[config.mk]
export PLATFORM = sky130hd
export DESIGN_NAME = cpu_dm_responder
export DESIGN_NICKNAME = d
export VERILOG_FILES = /design/src/rtl/cpu_dm_responder.sv
export SDC_FILE = /design/constraint.sdc
export NUM_CORES = 1
export LEC_CHECK = 0
export CAP_MARGIN = 5
export CELL_PAD_IN_SITES_DETAIL_PLACEMENT = 0
export CELL_PAD_IN_SITES_GLOBAL_PLACEMENT = 1
export CORE_ASPECT_RATIO = 0.5
export CORE_MARGIN = 10
export CORE_UTILIZATION = 32
export CTS_CLUSTER_DIAMETER = 40
export CTS_CLUSTER_SIZE = 12
export DETAILED_ROUTE_END_ITERATION = 6
export PLACE_DENSITY = 0.78
export SLEW_MARGIN = 25
export SYNTH_ARGS = -nofsm -noshare
export SYNTH_HDL_FRONTEND = slang
export SYNTH_SLANG_ARGS = --single-unit
[constraint.sdc]
create_clock -name clk -period 4 [get_ports clk]
set_input_delay 0.4 -clock clk [delete_from_list [all_inputs] [get_ports clk]]
set_output_delay 0.4 -clock clk [all_outputs]
set_load 0.01 [all_outputs]
[src/rtl/cpu_dm_responder.sv]
// Memory-side responder for the CPU data port: serialises one load/store at a time
// onto a single-port SRAM, stalls the CPU with wait_o and counts completed accesses.
module cpu_dm_responder #(
  parameter int ADDR_BITS = 32,
  parameter int DATA_BITS = 32,
  parameter int MEM_AW    = 14,
  parameter int LATENCY   = 1,
  parameter int CNT_BITS  = 16
) (
  input  logic                 clk,
  input  logic                 rst,
  input  logic                 req_i,
  input  logic                 read_i,
  input  logic                 write_i,
  input  logic [ADDR_BITS-1:0] addr_i,
  input  logic [DATA_BITS-1:0] wdata_i,
  input  logic [3:0]           web_i,
  output logic                 wait_o,
  output logic [DATA_BITS-1:0] rdata_o,
  output logic                 mem_ceb_o,
  output logic [3:0]           mem_web_o,
  output logic [MEM_AW-1:0]    mem_a_o,
  output logic [DATA_BITS-1:0] mem_di_o,
  input  logic [DATA_BITS-1:0] mem_do_i,
  output logic [CNT_BITS-1:0]  rd_cnt_o,
  output logic [CNT_BITS-1:0]  wr_cnt_o,
  output logic [1:0]           state_o
);

  // Handshake: the CPU holds req_i with read_i/write_i; the access is taken in the
  // request cycle when idle, wait_o stays high until the access retires, and the
  // single low-wait cycle (DONE) is where the CPU advances and load data is valid.

  typedef enum logic [1:0] {
    IDLE   = 2'd0,
    ACCESS = 2'd1,
    HOLD   = 2'd2,
    DONE   = 2'd3
  } state_t;

  localparam int CW = (LATENCY > 1) ? $clog2(LATENCY) : 1;
  localparam logic [CW-1:0] CNT_LAST = CW'(LATENCY - 1);

  state_t        state;
  state_t        state_nxt;
  logic [CW-1:0] cnt;
  logic          op_store;
  logic          accept;
  logic          lat_done;

  assign accept   = (state == IDLE) && req_i && (read_i || write_i);
  assign lat_done = (cnt == CNT_LAST);
  assign state_o  = state;

  // Address bits outside the SRAM word index are deliberately dropped (aliasing).
  logic unused_addr;
  assign unused_addr = ^{addr_i[ADDR_BITS-1:MEM_AW+2], addr_i[1:0]};

  always_ff @(posedge clk or posedge rst) begin
    if (rst) begin
      state <= IDLE;
    end else begin
      state <= state_nxt;
    end
  end

  always_comb begin
    state_nxt = state;
    case (state)
      IDLE:    if (accept) state_nxt = ACCESS;
      ACCESS:  state_nxt = op_store ? DONE : HOLD;
      HOLD:    if (lat_done) state_nxt = DONE;
      DONE:    state_nxt = IDLE;
      default: state_nxt = IDLE;
    endcase
  end

  always_comb begin
    wait_o = 1'b0;
    case (state)
      IDLE:    wait_o = accept;
      ACCESS:  wait_o = 1'b1;
      HOLD:    wait_o = 1'b1;
      DONE:    wait_o = 1'b0;
      default: wait_o = 1'b0;
    endcase
  end

  always_ff @(posedge clk or posedge rst) begin
    if (rst) begin
      cnt      <= '0;
      op_store <= 1'b0;
    end else begin
      if (state_nxt == ACCESS) begin
        cnt <= '0;
      end else if (state == HOLD) begin
        cnt <= cnt + 1'b1;
      end
      // Store wins when both read_i and write_i are asserted.
      if (accept) begin
        op_store <= write_i;
      end
    end
  end

  // SRAM pins are registered at the accept edge so the ACCESS cycle sees them
  // directly from flops; mem_a_o/mem_di_o double as the address/data latches.
  always_ff @(posedge clk or posedge rst) begin
    if (rst) begin
      mem_ceb_o <= 1'b1;
      mem_web_o <= 4'hF;
      mem_a_o   <= '0;
      mem_di_o  <= '0;
    end else if (accept) begin
      mem_ceb_o <= 1'b0;
      mem_web_o <= write_i ? web_i : 4'hF;
      mem_a_o   <= addr_i[MEM_AW+1:2];
      mem_di_o  <= wdata_i;
    end else begin
      mem_ceb_o <= 1'b1;
      mem_web_o <= 4'hF;
    end
  end

  always_ff @(posedge clk or posedge rst) begin
    if (rst) begin
      rdata_o <= '0;
    end else if ((state == HOLD) && lat_done) begin
      rdata_o <= mem_do_i;
    end
  end

  always_ff @(posedge clk or posedge rst) begin
    if (rst) begin
      rd_cnt_o <= '0;
      wr_cnt_o <= '0;
    end else if (state == DONE) begin
      if (op_store) begin
        if (wr_cnt_o != '1) wr_cnt_o <= wr_cnt_o + 1'b1;
      end else begin
        if (rd_cnt_o != '1) rd_cnt_o <= rd_cnt_o + 1'b1;
      end
    end
  end

endmodule

==> results.md <==
* Area Growth Syn to Fin at 58.5%
* Synth cell types at 39
* Worst R2R Path Depth at 5
* Actual slew at the worst max-slew pin at 0.849 ns
* Die area at 20,700 um^2
* Hold-fix buffers, CTS at 0
* Outcome: finished clean
* Main synth FF type: dfrtp_1
* Total global-route track usage at 12.8%
* H-tree Lvls at 4
* Mapped Cells at 340
* Worst Path Max Fanout at 5
* CP startpoint: state_o[0]
* Max_cap viols at 0
* F_max at 411 MHz
* Initial antenna violation count at 0
* Antenna Nets Post-Route at 0
* Post-Syn Area at 4840 um^2
* Nets at approximately 670
* Sequential area share after synthesis at 61.7%
* Most frequent cells in the layout: clkdlybuf4s50_1, dfrtp_1, mux2_2, clkbuf_16
* Clock Skew at between 0.01 and 0.015 ns
* Post-Place Cell Area at 7110 um^2
* HPWL Detailed at between 10 and 15 mm
* First-pass GRT wire length at 21.1 mm
* Fillcell total at 1,266
* Starting Density at 33.1%
* Minimum clock period at 2.43 ns
* CTS clock-pin slew for the worst setup and hold paths at 0.05 ns
* Final hold vios at 0
* Setup_tns at 0 ns
* Hold Crit Endpoint: wr_cnt_o[7]
* Ports at approximately 220
* Peak VDD IR at 296 uV
* Asr flop ratio synth at 100%
* Share of cells above drive strength 1 at 22.5%
* Arrival time worst endpoint at 2.03 ns
* #FFs+latches synth at 119
* Core Area at 14,600 um^2
* Post-synth EDFFs at 0
* Placed cells at 734
* Max-slew violations at 0
* Pre-Repair DR Iteration Count at 4
* Via count at 3,470
* Pin count of the biggest net entering global routing at 69
* Slew margin rel. at 43.4%
* Row Count at 31
* PwrDens at 737 nW/um^2
* Pleak at 0.00322 uW
* Mean routed wirelength per cell at 18.0 um
* CP Launch Type: flop
* Non-Filler Instances at 766
* Worst r2r dst: mem_di_o[25]
* N_diodes at 0
* GRT overflow at 0
* Syn avg cell area at 14.2 um^2
* Cell area after layout at 7670 um^2
* Yosys Warn Count at 0
* FF-to-FF setup slack at roughly 2.0 ns
* Die H at approximately 110 um
* Sinks on Clock Net at 119
* Initial DRC count at around 190
* Total CTS buffers at 17
* Hold Path Class: reg -> reg
* Commonest non-fill, non-tap cell in the layout: clkdlybuf4s50_1
* Crit share post-route at about three fifths
* Hold_sp: wr_cnt_o[7]
* Syn nets at 452
* Via/cell ratio at 4.53
* CP required at 3.60 ns
* Fin util at 52.4%
* CTS root buf: clkbuf_16
* CTS resizes at 0
* Critical R2R Launch: state_o[0]
* Routed WL at 13.8 mm
* Crit path capture type: primary output
* Vias in the first global route at around 3,700
* CTS tree: built
* Routability cong. at 0.717
* # setup viols final at 0
* Post-CTS Setup Bufs at 0
* Die W at about 190 um
* Worst-skew pair later-pin latency at approximately 0.4 ns
* Longest Clk Path Bufs at 2
* RSZ-0062 raised after global routing: no
* DRC at 0
* Hold depth at 1
* PortBufs at 204
* Critical path class: reg -> out
-- worst max-delay path: stages (launching register included) --
cell	delay [ns]
dfrtp_1	0.41
inv_1	0.12
ha_1	0.35
inv_1	0.05
mux2i_1	0.12
clkdlybuf4s50_1	0.60
-- final cells by class --
| type | count | area (um^2) | share of cell area, % |
|---|---|---|---|
| Timing Repair Buffer | 208 | 2070 | 27.0 |
| Tap cell | 198 | 248 | 3.23 |
| Multi-Input combinational cell | 204 | 1790 | 23.3 |
| Clock buffer | 23 | 478 | 6.23 |
| Inverter | 5 | 21.3 | 0.277 |
| Sequential cell | 119 | 2980 | 38.9 |
| Clock inverter | 9 | 77.6 | 1.01 |
-- where the power goes --
| part | internal (uW) | switching, uW | total [uW] |
|---|---|---|---|
| Clock | 898 | 522 | 1420 |
| Combinational | 1380 | 886 | 2270 |
| Sequential | 1690 | 272 | 1960 |
| Total | 3970 | 1680 | 5650 |
-- per-stage QoR --
| step | hold WS [ns] | worst slack (ns) | power [uW] |
|---|---|---|---|
| 6_report | 0.501 | 1.57 | 5650 |
| 5_1_grt | 0.509 | 1.43 | 5970 |
| 4_1_cts | 0.503 | 1.53 | 5760 |
| 3_5_place_dp | 0.491 | 1.82 | 4290 |
| 3_3_place_gp | 0.486 | 1.83 | 4250 |
| 2_1_floorplan | 0.512 | 0.451 | 2990 |
-- synth_stat cells (all sizes together) (7+ instances only) --
cell | instances | area, um^2
dfrtp | 114 | 2850
mux2 | 81 | 916
nand2 | 13 | 48.8
nand4 | 13 | 87.6
xnor2 | 13 | 114
xor2 | 13 | 114
nand3 | 12 | 60.1
nor2 | 10 | 37.5
clkbuf | 7 | 26.3
ha | 7 | 87.6
-- kinds of logic (layout without fill, tap and decap cells) --
family | after synthesis | after routing | synth area share [%]
flip-flops | 119 | 119 | 61.7
adder cells (fa/ha/maj) | 7 | 7 | 1.81
AND/OR/NAND/NOR | 76 | 76 | 8.97
XOR/XNOR | 26 | 26 | 4.71
multiplexers | 83 | 83 | 19.3
buffers and inverters | 17 | 245 | 1.45
AO/OA/AOI/OAI | 12 | 12 | 2.04
-- state kept, by name, summed over array words and instances, names as in the netlist --
register   flops
mem_di_o      32
wr_cnt_o      16
op_store       1
cnt            1
mem_ceb_o      1
rd_cnt_o      16
mem_web_o      4
mem_a_o       14
state_o        2
rdata_o       32
-- worst max-delay path by stage --
stage | to | cells past startpoint
after floorplan | cnt | 1
after global placement | mem_a_o[3] | 4
after detailed placement | mem_a_o[6] | 4
after CTS | wait_o | 5
after global routing | wait_o | 5
final | wait_o | 5
-- metal layers --
metal	routed length (um)	part of all wire (%)	global-route usage [%]	up-vias
li1	-	-	-	1640
met1	5080	37	13.2	1769
met2	8110	59	25.2	53
met3	481	3.5	3.14	8
met4	90	0.65	4.42	0
met5	0	0	0	-
No activity file was read; power rests on OpenSTA's default activity.
